[src/rtl/div_iter_unit_pkg.sv]
// Shared definitions for the iterative M-extension divider: op and state
// encodings plus small op-decoding helpers.
package div_iter_unit_pkg;

   typedef enum logic [1:0] {
      OP_DIV  = 2'b00,
      OP_DIVU = 2'b01,
      OP_REM  = 2'b10,
      OP_REMU = 2'b11
   } div_op_e;

   typedef enum logic [1:0] {
      S_IDLE = 2'd0,
      S_CALC = 2'd1,
      S_FIX  = 2'd2,
      S_DONE = 2'd3
   } div_state_e;

   localparam int WORD_W = 32;

   function automatic logic op_is_signed(input div_op_e op);
      return (op == OP_DIV) || (op == OP_REM);
   endfunction

   function automatic logic op_is_rem(input div_op_e op);
      return (op == OP_REM) || (op == OP_REMU);
   endfunction

endpackage

[src/rtl/div_iter_unit_div_step.sv]
// Combinational block of BITS_PER_CYCLE restoring division steps on {rem,quot}.
module div_step #(
   parameter int XLEN           = 32,
   parameter int BITS_PER_CYCLE = 1
) (
   input  logic [XLEN:0]   rem_in,
   input  logic [XLEN-1:0] quot_in,
   input  logic [XLEN-1:0] divisor,
   output logic [XLEN:0]   rem_out,
   output logic [XLEN-1:0] quot_out
);

   // One extra remainder bit keeps the shifted partial remainder exact, so a
   // plain compare-and-subtract suffices and no final restore is needed.
   always_comb begin : steps
      logic [XLEN:0]   r;
      logic [XLEN-1:0] q;
      r = rem_in;
      q = quot_in;
      for (int i = 0; i < BITS_PER_CYCLE; i++) begin
         r = {r[XLEN-1:0], q[XLEN-1]};
         q = {q[XLEN-2:0], 1'b0};
         if (r >= {1'b0, divisor}) begin
            r    = r - {1'b0, divisor};
            q[0] = 1'b1;
         end
      end
      rem_out  = r;
      quot_out = q;
   end

endmodule

[src/rtl/div_iter_unit.sv]
// Iterative DIV/DIVU/REM/REMU divider (with RV64 W-forms) using valid/ready
// handshakes, optional leading-zero early-out, flush and a passthrough tag.
module div_iter_unit
   import div_iter_unit_pkg::*;
#(
   parameter int XLEN           = 32,
   parameter int BITS_PER_CYCLE = 1,
   parameter int EARLY_OUT      = 1,
   parameter int TAG_W          = 5
) (
   input  logic             clk,
   input  logic             reset,
   input  logic             flush,
   input  logic             in_valid,
   output logic             in_ready,
   input  logic [1:0]       div_op,
   input  logic             is_word_op,
   input  logic [XLEN-1:0]  dividend,
   input  logic [XLEN-1:0]  divisor,
   input  logic [TAG_W-1:0] in_tag,
   output logic             out_valid,
   input  logic             out_ready,
   output logic [XLEN-1:0]  result,
   output logic [TAG_W-1:0] out_tag,
   output logic             busy
);

   localparam int              CNT_W    = $clog2(XLEN + 1);
   localparam int              LOG_BPC  = $clog2(BITS_PER_CYCLE);
   localparam logic [CNT_W-1:0] RND_MASK = ~CNT_W'(BITS_PER_CYCLE - 1);
   localparam logic [XLEN-1:0] ALL_ONES = '1;

   function automatic logic [XLEN-1:0] sext_word(input logic word, input logic [XLEN-1:0] v);
      logic [XLEN-1:0] o;
      o = v;
      if (word) begin
         for (int i = WORD_W; i < XLEN; i++) o[i] = v[WORD_W-1];
      end
      return o;
   endfunction

   div_state_e       state_q, state_d;
   div_op_e          op_in, op_q;
   logic             word_in, sgn_in, accept;
   logic [XLEN-1:0]  dvd_ext, dvs_ext, min_int, dvd_mag, dvs_mag;
   logic             dvd_neg, dvs_neg, dvs_zero, dvd_zero, ovf, fast;
   logic [XLEN-1:0]  fast_val, fix_val, rem_lo;
   logic [CNT_W-1:0] shift_amt, iter_cnt, cnt_q;
   logic [XLEN:0]    rem_q, step_rem;
   logic [XLEN-1:0]  quot_q, dvs_q, step_quot, result_q;
   logic             word_q, q_neg_q, r_neg_q;
   logic [TAG_W-1:0] tag_q;

   assign op_in  = div_op_e'(div_op);
   assign accept = in_valid && (state_q == S_IDLE) && !flush;

   // W-form operands are re-extended from bit 31 so the rest of the datapath
   // can treat every op as full-width; min_int and the checks follow suit.
   always_comb begin
      word_in = (XLEN > WORD_W) && is_word_op;
      sgn_in  = op_is_signed(op_in);
      dvd_ext = dividend;
      dvs_ext = divisor;
      min_int = '0;
      min_int[XLEN-1] = 1'b1;
      if (word_in) begin
         min_int[WORD_W-1] = 1'b1;
         for (int i = WORD_W; i < XLEN; i++) begin
            dvd_ext[i] = sgn_in & dividend[WORD_W-1];
            dvs_ext[i] = sgn_in & divisor[WORD_W-1];
            min_int[i] = 1'b1;
         end
      end
      dvd_neg  = sgn_in & dvd_ext[XLEN-1];
      dvs_neg  = sgn_in & dvs_ext[XLEN-1];
      dvd_mag  = dvd_neg ? -dvd_ext : dvd_ext;
      dvs_mag  = dvs_neg ? -dvs_ext : dvs_ext;
      dvs_zero = (dvs_ext == '0);
      dvd_zero = (dvd_ext == '0);
      ovf      = sgn_in && (dvd_ext == min_int) && (dvs_ext == ALL_ONES);
      fast     = dvs_zero || dvd_zero || ovf;
      fast_val = '0;
      if (dvs_zero)  fast_val = op_is_rem(op_in) ? dvd_ext : ALL_ONES;
      else if (ovf)  fast_val = op_is_rem(op_in) ? '0 : min_int;
   end

   // The dividend is aligned so its first live digit sits at the MSB; a W-form
   // magnitude already carries 32 zero upper bits, which the count absorbs.
   generate
      if (EARLY_OUT != 0) begin : g_early
         function automatic logic [CNT_W-1:0] lzc(input logic [XLEN-1:0] v);
            logic [CNT_W-1:0] n;
            logic             found;
            n     = '0;
            found = 1'b0;
            for (int i = XLEN - 1; i >= 0; i--) begin
               if (!found) begin
                  if (v[i]) found = 1'b1;
                  else      n = n + 1'b1;
               end
            end
            return n;
         endfunction
         assign shift_amt = lzc(dvd_mag) & RND_MASK;
      end else begin : g_fixed
         assign shift_amt = word_in ? CNT_W'(XLEN - WORD_W) : '0;
      end
   endgenerate

   assign iter_cnt = (CNT_W'(XLEN) - shift_amt) >> LOG_BPC;

   div_step #(
      .XLEN           (XLEN),
      .BITS_PER_CYCLE (BITS_PER_CYCLE)
   ) u_step (
      .rem_in   (rem_q),
      .quot_in  (quot_q),
      .divisor  (dvs_q),
      .rem_out  (step_rem),
      .quot_out (step_quot)
   );

   always_ff @(posedge clk or posedge reset) begin
      if (reset) state_q <= S_IDLE;
      else       state_q <= state_d;
   end

   always_comb begin
      state_d = state_q;
      case (state_q)
         S_IDLE: if (in_valid) state_d = fast ? S_DONE : S_CALC;
         S_CALC: if (cnt_q == CNT_W'(1)) state_d = S_FIX;
         S_FIX:  state_d = S_DONE;
         S_DONE: if (out_ready) state_d = S_IDLE;
         default: state_d = S_IDLE;
      endcase
      if (flush) state_d = S_IDLE;
   end

   always_comb begin
      rem_lo = rem_q[XLEN-1:0];
      if (op_is_rem(op_q)) fix_val = r_neg_q ? -rem_lo : rem_lo;
      else                 fix_val = q_neg_q ? -quot_q : quot_q;
   end

   // Fast-path results are produced at accept; iterative ones in FIX.
   always_ff @(posedge clk or posedge reset) begin
      if (reset) begin
         op_q     <= OP_DIV;
         word_q   <= 1'b0;
         q_neg_q  <= 1'b0;
         r_neg_q  <= 1'b0;
         rem_q    <= '0;
         quot_q   <= '0;
         dvs_q    <= '0;
         cnt_q    <= '0;
         result_q <= '0;
         tag_q    <= '0;
      end else if (accept) begin
         op_q    <= op_in;
         word_q  <= word_in;
         q_neg_q <= dvd_neg ^ dvs_neg;
         r_neg_q <= dvd_neg;
         rem_q   <= '0;
         quot_q  <= dvd_mag << shift_amt;
         dvs_q   <= dvs_mag;
         cnt_q   <= iter_cnt;
         tag_q   <= in_tag;
         if (fast) result_q <= sext_word(word_in, fast_val);
      end else if (!flush) begin
         if (state_q == S_CALC) begin
            rem_q  <= step_rem;
            quot_q <= step_quot;
            cnt_q  <= cnt_q - 1'b1;
         end else if (state_q == S_FIX) begin
            result_q <= sext_word(word_q, fix_val);
         end
      end
   end

   assign in_ready  = (state_q == S_IDLE);
   assign busy      = (state_q != S_IDLE);
   assign out_valid = (state_q == S_DONE);
   assign result    = result_q;
   assign out_tag   = tag_q;

endmodule

[config.mk]
export PLATFORM = sky130hd
export DESIGN_NAME = div_iter_unit
export DESIGN_NICKNAME = d
export VERILOG_FILES = /design/src/rtl/div_iter_unit_pkg.sv /design/src/rtl/div_iter_unit_div_step.sv /design/src/rtl/div_iter_unit.sv
export SDC_FILE = /design/constraint.sdc
export NUM_CORES = 1
export LEC_CHECK = 0
export ABC_CLOCK_PERIOD_IN_PS = 13200
export BUFFER_PORTS_ARGS = -buffer_cell sky130_fd_sc_hd__buf_2
export CORE_MARGIN = 2
export CORE_UTILIZATION = 50
export CTS_CLUSTER_DIAMETER = 40
export CTS_CLUSTER_SIZE = 12
export DETAILED_ROUTE_END_ITERATION = 10
export PLACE_DENSITY = 0.68
export SYNTH_ARGS = -nofsm -noshare
export SYNTH_HDL_FRONTEND = slang
export SYNTH_SLANG_ARGS = --single-unit
[constraint.sdc]
create_clock -name clk -period 13.2 [get_ports clk]
set_clock_uncertainty 0.05 [all_clocks]
set_input_delay 0.66 -clock clk [delete_from_list [all_inputs] [get_ports clk]]
set_output_delay 0.66 -clock clk [all_outputs]
set_load 0.01 [all_outputs]
==> flow_metrics.py, run 1 <==
metrics = {
    "timing": {
        "timing.max_slew.rel_slack_pct": 23.03,
        "final.setup.tns_ns": -72.40,
        "timing_max_transition_violations_final": 0,
        "unrepaired_setup_endpoints_after_global_routing": "yes",
        "final_period_minus_worst_setup_slack_ns": 15.32,
        "layout_worst_path_cycle_share_pct": 116.1,
        "timing.fmax_mhz": 65.27,
        "worst_slew_pin_slew_ns": 1.146,
        "worst_slack_setup_final_ns": -2.122,
        "final-setup-viol-count": 37,
        "timing_hold_violations_final": 0,
    },
    "setup_path": {
        "reg2reg_from": "rem_q[0]",
        "cp.depth": 88,
        "critPathLaunch": "dividend[17]",
        "critical_path.top_delay_family": "simple AND/OR/NAND/NOR gates",
        "crit_fanout": 7,
        "cp_data_arrival_time_ns": 15.63,
        "worst_r2r_endpoint": "rem_q[6]",
        "slowest_delay_ns": 0.62,
        "required_time_at_the_endpoint_of_the_critical_path_ns": 13.51,
        "timing.critical_path.buf_inv": 4,
        "timing.reg2reg.worst_path_depth": 22,
        "regToRegSetupSlack_ns": 7.13,
        "timing_worst_setup_path_type": "in2reg",
        "critical-path-slowest-cell": "sky130_fd_sc_hd__or4_4",
        "critical_path.endpoint_type": "flop",
        "start_kind": "primary input",
    },
    "min_path": {
        "timing.hold.worst.class": "in2async",
    },
    "clock_network": {
        "clockRootBuffer": "sky130_fd_sc_hd__clkbuf_16",
        "postCtsHoldBufs": 0,
        "htree_depth": 4,
        "tritoncts": "done",
        "clk_pin_slew_ns": 0.06,
        "cts_num_sinks": 144,
        "cts_max_path_buffers": 2,
        "numCtsBuffers": 17,
        "worst_skew_pair.late_latency_ns": 0.44,
    },
    "pwr": {
        "leakage_nw": 10.02,
        "peakVddDrop_v": 0.0001050,
        "power_density_nw_per_um2": 137.4,
    },
    "yosys": {
        "yosysTopAreaCellShare_pct": 20.39,
        "post_synthesis_cell_area_sq_um": 17670,
        "postSynth.topFlopCell": "sky130_fd_sc_hd__dfrtp_1",
        "yosysSeqAreaShare_pct": 20.39,
        "synth_enable_flop_cells": 0,
        "ys_ff_latch": 144,
        "postSynthCellCount": 2372,
        "share_of_flip_flops_with_an_asynchronous_set_or_reset_after_synthesis_pct": 100.0,
        "netlist-cell-type-count": 110,
        "synth_fp_nets": 2522,
        "synth_top_area_cell": "sky130_fd_sc_hd__dfrtp_1",
        "syn-mean-instance-area_sq_um": 7.451,
        "ys_top_cells_by_area": "sky130_fd_sc_hd__dfrtp_1 (20%), sky130_fd_sc_hd__nand2_1 (6.0%), sky130_fd_sc_hd__xnor2_1 (5.9%)",
        "yosysWarningCount": 0,
    },
    "global_route": {
        "grt_pass1_vias": 18830,
        "grt_max_degree": 91,
        "grt_first_pass_wirelength_mm": 102.0,
        "grt_use_total_pct": 34.84,
        "grt.overflow.total": 0,
        "grt_antenna_before_repair": 1,
    },
    "die": {
        "core_area_sq_um": 34710,
        "dieWidth_um": 192.0,
        "die_h_um": 192.0,
        "ioPinCount": 117,
        "dieArea_sq_um": 36870,
        "initial_core_util_pct": 50.91,
        "std_cell_rows": 68,
    },
    "layout": {
        "synthToLayoutAreaGrowth_pct": 29.50,
        "count_of_placed_standard_cells_in_the_final_layout_fillers_left_out": 3198,
        "layout-drive-gt1-share_pct": 28.03,
        "stdcell_area_sq_um": 22890,
        "final.fill_count": 2887,
        "layout.cells.most_common": "sky130_fd_sc_hd__buf_4",
        "mostFrequentLayoutCells": "sky130_fd_sc_hd__buf_4 (337), sky130_fd_sc_hd__nand2_1 (270), sky130_fd_sc_hd__nor2_1 (213)",
        "diodes": 0,
        "seq_area_sq_um": 3605,
        "finalNetCount": 2881,
        "area_occupied_by_multi_input_gates_sq_um": 14100,
    },
    "detailed_routing": {
        "via_count": 19890,
        "drt.antenna.violating_nets": 0,
        "route.detailed.wl_per_inst_um": 20.48,
        "drt_wl_total_mm": 65.51,
        "detailedRoute.firstIterationViolations": 1957,
        "routed_via_density": 6.218,
        "detailed_router_iteration_count_before_antenna_repair": 5,
        "post-route-drc-count": 0,
    },
    "place": {
        "placed_cell_area_sq_um": 20850,
        "pre_cts_ws_ns": -2.937,
        "dpl.hpwl_mm": 49.15,
        "rd_place_congestion": 1.055,
        "count_of_input_and_output_buffers": 115,
        "place.detailed.instances": 3103,
    },
    "outcome": {
        "outcome": "complete, but fails checks",
        "violations": "setup timing",
    },
    "run": {
        "count_of_maximum_capacitance_violations": 0,
    },
}
## state kept, by name, summed over array words and instances, names as in the netlist
register,flops
op_q,1
r_neg_q,1
rem_q,32
state_q,2
q_neg_q,1
result,32
dvs_q,32
cnt_q,6
out_tag,5
quot_q,32
## cell usage after synthesis, drive strengths merged, types with 10 or more instances
| library cell | number |
|---|---|
| o22ai | 12 |
| nand3 | 65 |
| o31ai | 42 |
| o21ai | 182 |
| and2 | 22 |
| dfrtp | 144 |
| xnor2 | 131 |
| a221oi | 10 |
| a22o | 30 |
| a31oi | 43 |
| inv | 105 |
| a2111oi | 10 |
| nand2b | 42 |
| a21boi | 10 |
| or4 | 18 |
| a22oi | 37 |
| nand2 | 286 |
| o21a | 14 |
| ha | 72 |
| and3 | 12 |
| or2 | 10 |
| buf | 48 |
| nor2 | 235 |
| xor2 | 73 |
| o211ai | 12 |
| a21o | 22 |
| nor3b | 13 |
| a21oi | 164 |
| nor4 | 28 |
| clkbuf | 98 |
| nand4 | 41 |
| nor3 | 50 |
| nor2b | 14 |
| mux2i | 66 |
| mux2 | 18 |
| a211oi | 41 |
| or3 | 30 |
## routing by layer
metal / GRT usage (%) / vias to the layer above / part of all wire [%]
met5: 0 / - / 0.017
met4: 12.95 / 2 / 3.8
met3: 4.495 / 165 / 6.5
met2: 58.00 / 788 / 47
met1: 46.10 / 9583 / 43
li1: - / 9348 / -
## through the flow
step	power [mW]	utilization [%]	hold slack, ns
floorplan	1.908	-	0.3998
global placement	2.441	60.05	0.4060
detailed placement	2.475	60.05	0.4079
CTS	3.045	64.09	0.3465
global route	3.360	65.93	0.3531
finish	3.144	65.93	0.3422
## kinds of logic (layout without fill, tap and decap cells)
| family | count (synthesis) | count (layout) | share of synthesized area (%) |
|---|---|---|---|
| flops | 144 | 144 | 20.39 |
| simple gates | 886 | 887 | 24.55 |
| mux | 88 | 88 | 5.416 |
| xor+xnor | 212 | 212 | 12.00 |
| fa+ha+maj | 76 | 76 | 5.381 |
| buf+inv | 251 | 621 | 5.827 |
| compound gates | 715 | 715 | 26.44 |
## layout make-up
type / instances / area share, %
repair buffers: 485 / 15.80
clock buffers: 18 / 1.875
inverters: 105 / 1.777
clock inverters: 13 / 0.7107
flip-flops and latches: 144 / 15.75
well taps: 455 / 2.487
multi-input cells: 1978 / 61.60
## report_power, final
part	switching [mW]	total, mW	internal, mW	leakage (nW)
registers	0.218	0.827	0.609	1.84
logic	1.05	1.82	0.762	7.90
clock network	0.205	0.501	0.297	0.283
total	1.48	3.14	1.67	10.0
## worst max path at each step
stage,end
after detailed placement,quot_q[27]
after global routing,quot_q[16]
after global placement,quot_q[27]
after CTS,quot_q[31]
after floorplan,quot_q[24]
final,quot_q[31]
## what timing repair did
| item | in CTS | in global routing |
|---|---|---|
| buffers inserted | 39 | 30 |
| gates resized for setup | 90 | 112 |
| pin swaps | 64 | 80 |
| setup endpoints to repair | 37 | 37 |
| cloned | 3 | 1 |
Power figures use the tool's default switching activity.
==> run 2: changes to the inputs <==
- PLACE_DENSITY: 0.68 -> 0.72
==> run 2 against run 1 <==
The flow still finishes with violations (setup timing). Register-to-register slack improved by 0.22 ns. Cell area down 1.5%. Die area unchanged. Via count rose by 0.79%. Critical endpoint is now quot_q[27]. Largest cell class unchanged.
==> flow_metrics.py, run 2 (synthesis results as in run 1) <==
metrics = {
    "global_route": {
        "grt_max_degree": 78,
        "grt.overflow.total": 0,
        "grt_antenna_before_repair": 1,
        "grt_use_total_pct": 34.64,
        "grt_pass1_vias": 18830,
        "grt_first_pass_wirelength_mm": 101.5,
    },
    "detailed_routing": {
        "post-route-drc-count": 0,
        "routed_via_density": 6.307,
        "drt_wl_total_mm": 64.77,
        "drt.antenna.violating_nets": 0,
        "via_count": 20040,
        "detailedRoute.firstIterationViolations": 2143,
        "route.detailed.wl_per_inst_um": 20.38,
        "detailed_router_iteration_count_before_antenna_repair": 6,
    },
    "layout": {
        "layout.core_utilization_pct": 64.95,
        "layout-drive-gt1-share_pct": 26.77,
        "synthToLayoutAreaGrowth_pct": 27.58,
        "finalNetCount": 2860,
        "diodes": 0,
        "count_of_placed_standard_cells_in_the_final_layout_fillers_left_out": 3178,
        "mostFrequentLayoutCells": "sky130_fd_sc_hd__buf_4 (323), sky130_fd_sc_hd__nand2_1 (274), sky130_fd_sc_hd__nor2_1 (219)",
        "layout.cells.most_common": "sky130_fd_sc_hd__buf_4",
    },
    "setup_path": {
        "critPathMostFrequentCell": "sky130_fd_sc_hd__nand2_1",
        "timing_worst_setup_path_type": "in2reg",
        "slowest_delay_ns": 0.58,
        "start_kind": "primary input",
        "crit_fanout": 7,
        "critical_path.top_delay_family": "compound AO/OA/AOI/OAI gates",
        "required_time_at_the_endpoint_of_the_critical_path_ns": 13.47,
        "critical_path.endpoint_type": "flop",
        "cp_data_arrival_time_ns": 15.68,
        "timing.critical_path.buf_inv": 5,
        "critical-path-slowest-cell": "sky130_fd_sc_hd__or4_4",
    },
    "timing": {
        "unrepaired_setup_endpoints_after_global_routing": "yes",
        "timing_max_transition_violations_final": 0,
        "timing.fmax_mhz": 64.88,
        "timing.max_slew.rel_slack_pct": 26.41,
        "timing_hold_violations_final": 0,
        "layout_worst_path_cycle_share_pct": 116.8,
        "final-setup-viol-count": 37,
        "worst_slack_setup_final_ns": -2.214,
        "final.setup.tns_ns": -73.65,
        "worst_slew_pin_slew_ns": 1.100,
        "final_period_minus_worst_setup_slack_ns": 15.41,
    },
    "die": {
        "dieWidth_um": 192.0,
        "dieArea_sq_um": 36870,
        "ioPinCount": 117,
        "std_cell_rows": 68,
        "die_h_um": 192.0,
        "initial_core_util_pct": 50.91,
        "core_area_sq_um": 34710,
    },
    "place": {
        "count_of_input_and_output_buffers": 115,
        "rd_place_congestion": 1.038,
        "place.detailed.instances": 3094,
        "dpl.hpwl_mm": 49.04,
    },
    "outcome": {
        "outcome": "complete, but fails checks",
        "violations": "setup timing",
    },
    "clock_network": {
        "htree_depth": 4,
        "worst_skew_pair.late_latency_ns": 0.44,
        "cts_num_sinks": 144,
        "clockRootBuffer": "sky130_fd_sc_hd__clkbuf_16",
        "numCtsBuffers": 17,
        "clk_pin_slew_ns": 0.06,
        "postCtsHoldBufs": 0,
        "tritoncts": "done",
        "cts_max_path_buffers": 2,
    },
    "pwr": {
        "leakage_nw": 9.885,
        "power_density_nw_per_um2": 137.9,
        "peakVddDrop_v": 0.0001236,
        "post-layout-total-power_mw": 3.109,
    },
    "run": {
        "count_of_maximum_capacitance_violations": 0,
    },
    "min_path": {
        "timing.hold.worst.class": "in2async",
    },
}
-- run 2: changes by cell type in the layout (fill, tap and decap cells not counted), moves of 4 or more --
cell / previous run / this run
sky130_fd_sc_hd__mux2i_4: 11 / 4
sky130_fd_sc_hd__nand2_1: 270 / 274
sky130_fd_sc_hd__a21oi_1: 150 / 154
sky130_fd_sc_hd__nor2_1: 213 / 219
sky130_fd_sc_hd__buf_6: 25 / 19
sky130_fd_sc_hd__mux2i_2: 11 / 18
sky130_fd_sc_hd__o21ai_1: 28 / 34
sky130_fd_sc_hd__nand3_2: 6 / 1
sky130_fd_sc_hd__o31ai_4: 0 / 4
sky130_fd_sc_hd__nor2_2: 13 / 8
sky130_fd_sc_hd__buf_4: 337 / 323
-- run 2: worst paths after layout --
path / slack [ns] / startpoint / depth (start not counted) / end
worst max-delay path: -2.21 / dividend[21] / 88 / quot_q[27]
worst min register to register: 0.43 / dvs_q[30] / 2 / dvs_q[30]
min in group clk: 0.35 / in_tag[1] / 3 / out_tag[1]
worst max register to register: 7.35 / rem_q[0] / 22 / quot_q[0]
worst min-delay path: 0.25 / reset / 2 / quot_q[8]
max in group asynchronous: 11.35 / reset / 3 / op_q[1]
-- run 2: power by group --
part | internal, mW | switching [mW] | total [mW] | leakage, nW
registers | 0.609 | 0.207 | 0.817 | 1.84
clock network | 0.281 | 0.213 | 0.494 | 0.279
logic | 0.750 | 1.05 | 1.80 | 7.77
-- run 2: layout make-up --
cell class | instances | area, sq um
timing repair inverter | 1 | 7.507
tap | 455 | 569.3
sequential | 144 | 3605
inverter | 105 | 404.1
clock inverter | 14 | 156.4
timing repair buffer | 463 | 3400
clock buffer | 18 | 429.2
multi-input combinational | 1978 | 13980
fill | 2985 | 12170
-- run 2: stage by stage --
step	worst slack (ns)	instance area [sq um]	hold slack [ns]
2_1_floorplan	-1.986	17980	0.3998
3_3_place_gp	-2.393	20780	0.4058
3_5_place_dp	-2.713	20780	0.4150
4_1_cts	-1.753	22100	0.2729
5_1_grt	-2.934	22550	0.3110
6_report	-2.214	22550	0.2454
-- run 2: timing repair --
item                                    in CTS  in global routing
pin swaps                                   37                 68
gates cloned                                 5                  1
resized for setup                           93                 83
setup buffers                               34                 14
endpoints found under the setup margin      37                 37
-- run 2: layer usage --
layer	share of wire (%)	GRT usage, %
met1	42	46.08
met2	47	57.64
met3	7.5	4.824
met4	3.3	11.86
met5	0.020	0
==> run 3: changes to the inputs <==
- GPL_TIMING_DRIVEN: unset -> 0
==> run 3 against run 2 <==
The flow still finishes with violations (setup timing). Cell area decreased by 2.3%. Final cell count shrank 2.8%. Hold slack improved by 0.052 ns. Register-to-register slack lost 0.73 ns.
==> flow_metrics.py, run 3 (synthesis results as in run 1) <==
metrics = {
    "die": {
        "initial_core_util_pct": 50.91,
        "ioPinCount": 117,
        "die_h_um": 192.0,
        "std_cell_rows": 68,
        "dieArea_sq_um": 36870,
        "dieWidth_um": 192.0,
        "core_area_sq_um": 34710,
    },
    "setup_path": {
        "slowest_delay_ns": 0.53,
        "critical-path-slowest-cell": "sky130_fd_sc_hd__or4_4",
        "cp_data_arrival_time_ns": 16.17,
        "critical_path.top_delay_family": "compound AO/OA/AOI/OAI gates",
        "required_time_at_the_endpoint_of_the_critical_path_ns": 13.51,
        "critical_path.endpoint_type": "flop",
        "timing_worst_setup_path_type": "in2reg",
        "timing.critical_path.buf_inv": 4,
        "crit_fanout": 5,
        "critPathMostFrequentCell": "sky130_fd_sc_hd__ha_1",
        "start_kind": "primary input",
    },
    "place": {
        "count_of_input_and_output_buffers": 108,
        "place.detailed.instances": 2938,
        "dpl.hpwl_mm": 51.61,
        "rd_place_congestion": 1.002,
        "placed_cell_area_sq_um": 19140,
    },
    "clock_network": {
        "numCtsBuffers": 17,
        "postCtsHoldBufs": 0,
        "tritoncts": "done",
        "clockRootBuffer": "sky130_fd_sc_hd__clkbuf_16",
        "worst_skew_pair.late_latency_ns": 0.44,
        "cts_max_path_buffers": 2,
        "htree_depth": 4,
        "cts_num_sinks": 144,
        "clk_pin_slew_ns": 0.07,
    },
    "detailed_routing": {
        "drt.antenna.violating_nets": 0,
        "detailed_router_iteration_count_before_antenna_repair": 6,
        "route.detailed.wl_per_inst_um": 22.45,
        "drt_wl_total_mm": 69.34,
        "detailedRoute.firstIterationViolations": 2476,
        "routed_via_density": 6.540,
        "post-route-drc-count": 0,
        "via_count": 20200,
    },
    "timing": {
        "worst_hold_slack_ns": 0.2979,
        "timing.fmax_mhz": 63.05,
        "worst_slew_pin_slew_ns": 0.9978,
        "layout_worst_path_cycle_share_pct": 120.2,
        "final-setup-viol-count": 37,
        "timing_max_transition_violations_final": 0,
        "final_period_minus_worst_setup_slack_ns": 15.86,
        "timing.max_slew.rel_slack_pct": 33.24,
        "unrepaired_setup_endpoints_after_global_routing": "yes",
        "timing_hold_violations_final": 0,
        "worst_slack_setup_final_ns": -2.661,
    },
    "layout": {
        "mostFrequentLayoutCells": "sky130_fd_sc_hd__nand2_1 (268), sky130_fd_sc_hd__nor2_1 (212), sky130_fd_sc_hd__a21oi_1 (149)",
        "stdcell_area_sq_um": 22030,
        "layout.core_utilization_pct": 63.45,
        "layout.cells.most_common": "sky130_fd_sc_hd__nand2_1",
        "count_of_placed_standard_cells_in_the_final_layout_fillers_left_out": 3089,
        "synthToLayoutAreaGrowth_pct": 24.63,
        "diodes": 0,
        "finalNetCount": 2771,
        "layout-drive-gt1-share_pct": 22.25,
    },
    "global_route": {
        "grt_first_pass_wirelength_mm": 104.5,
        "grt_pass1_vias": 18810,
        "grt_max_degree": 74,
        "grt_antenna_before_repair": 3,
        "grt_use_total_pct": 36.24,
        "grt.overflow.total": 0,
    },
    "run": {
        "count_of_maximum_capacitance_violations": 0,
    },
    "outcome": {
        "outcome": "complete, but fails checks",
        "violations": "setup timing",
    },
    "min_path": {
        "timing.hold.worst.class": "in2async",
    },
    "pwr": {
        "power_density_nw_per_um2": 146.9,
        "peakVddDrop_v": 0.0001223,
        "leakage_nw": 9.192,
        "post-layout-total-power_mw": 3.235,
    },
}
[run 3: cell types whose count changed in the layout (fill, tap and decap cells not counted), moves of 5 or more]
| cell | delta |
|---|---|
| sky130_fd_sc_hd__a21oi_1 | -5 |
| sky130_fd_sc_hd__nor2_2 | +10 |
| sky130_fd_sc_hd__ha_1 | -5 |
| sky130_fd_sc_hd__buf_6 | +15 |
| sky130_fd_sc_hd__clkbuf_1 | +86 |
| sky130_fd_sc_hd__mux2i_4 | +8 |
| sky130_fd_sc_hd__buf_4 | -214 |
| sky130_fd_sc_hd__nand2_1 | -6 |
| sky130_fd_sc_hd__nor2_1 | -7 |
| sky130_fd_sc_hd__buf_1 | +13 |
| sky130_fd_sc_hd__inv_8 | +5 |
| sky130_fd_sc_hd__mux2i_2 | -5 |
[run 3: final cells by class]
cell class,count,area (sq um)
multi-input cells,1978,14350
fillers,2964,12690
flip-flops and latches,144,3603
repair buffers,239,1763
plain buffers,136,710.7
well taps,455,569.3
clock buffers,18,429.2
inverters,105,406.6
clock inverters,14,193.9
[run 3: where the power goes]
group	internal, mW	leakage [nW]	switching, mW
registers	0.610	1.84	0.164
clock network	0.306	0.306	0.222
logic	0.738	7.04	1.20
[run 3: layer usage]
| metal | track usage [%] | part of all wire (%) | vias up |
|---|---|---|---|
| met5 | 0 | 0.056 | - |
| met4 | 18.73 | 6.2 | 6 |
| met3 | 6.231 | 8.4 | 277 |
| met2 | 58.96 | 46 | 1139 |
| met1 | 46.08 | 39 | 9632 |
| li1 | - | - | 9149 |
[run 3: timing repair]
| action | CTS | global route |
|---|---|---|
| pin swaps | 81 | 88 |
| hold endpoints to repair | 0 | 0 |
| gates resized for setup | 176 | 125 |
| cloned | 2 | 2 |
| setup endpoints to repair | 37 | 37 |
| setup buffers | 86 | 43 |
[run 3: worst paths after layout]
check / start / to / slack [ns] / cells after the start
min in group clk: in_tag[0] / out_tag[0] / 0.36 / 3
max: dividend[24] / quot_q[24] / -2.66 / 89
max in group asynchronous: reset / dvs_q[30] / 11.99 / 3
max reg2reg: rem_q[0] / rem_q[31] / 6.62 / 23
min reg2reg: dvs_q[15] / dvs_q[15] / 0.43 / 2
min: reset / result[6] / 0.30 / 2
[run 3: through the flow]
stage               setup WS (ns)  setup TNS, ns
floorplan                  -1.986         -65.44
global placement           -4.979        -174.41
detailed placement         -5.096        -179.37
CTS                        -2.794         -94.62
global route               -3.473        -121.50
finish                     -2.661         -90.59
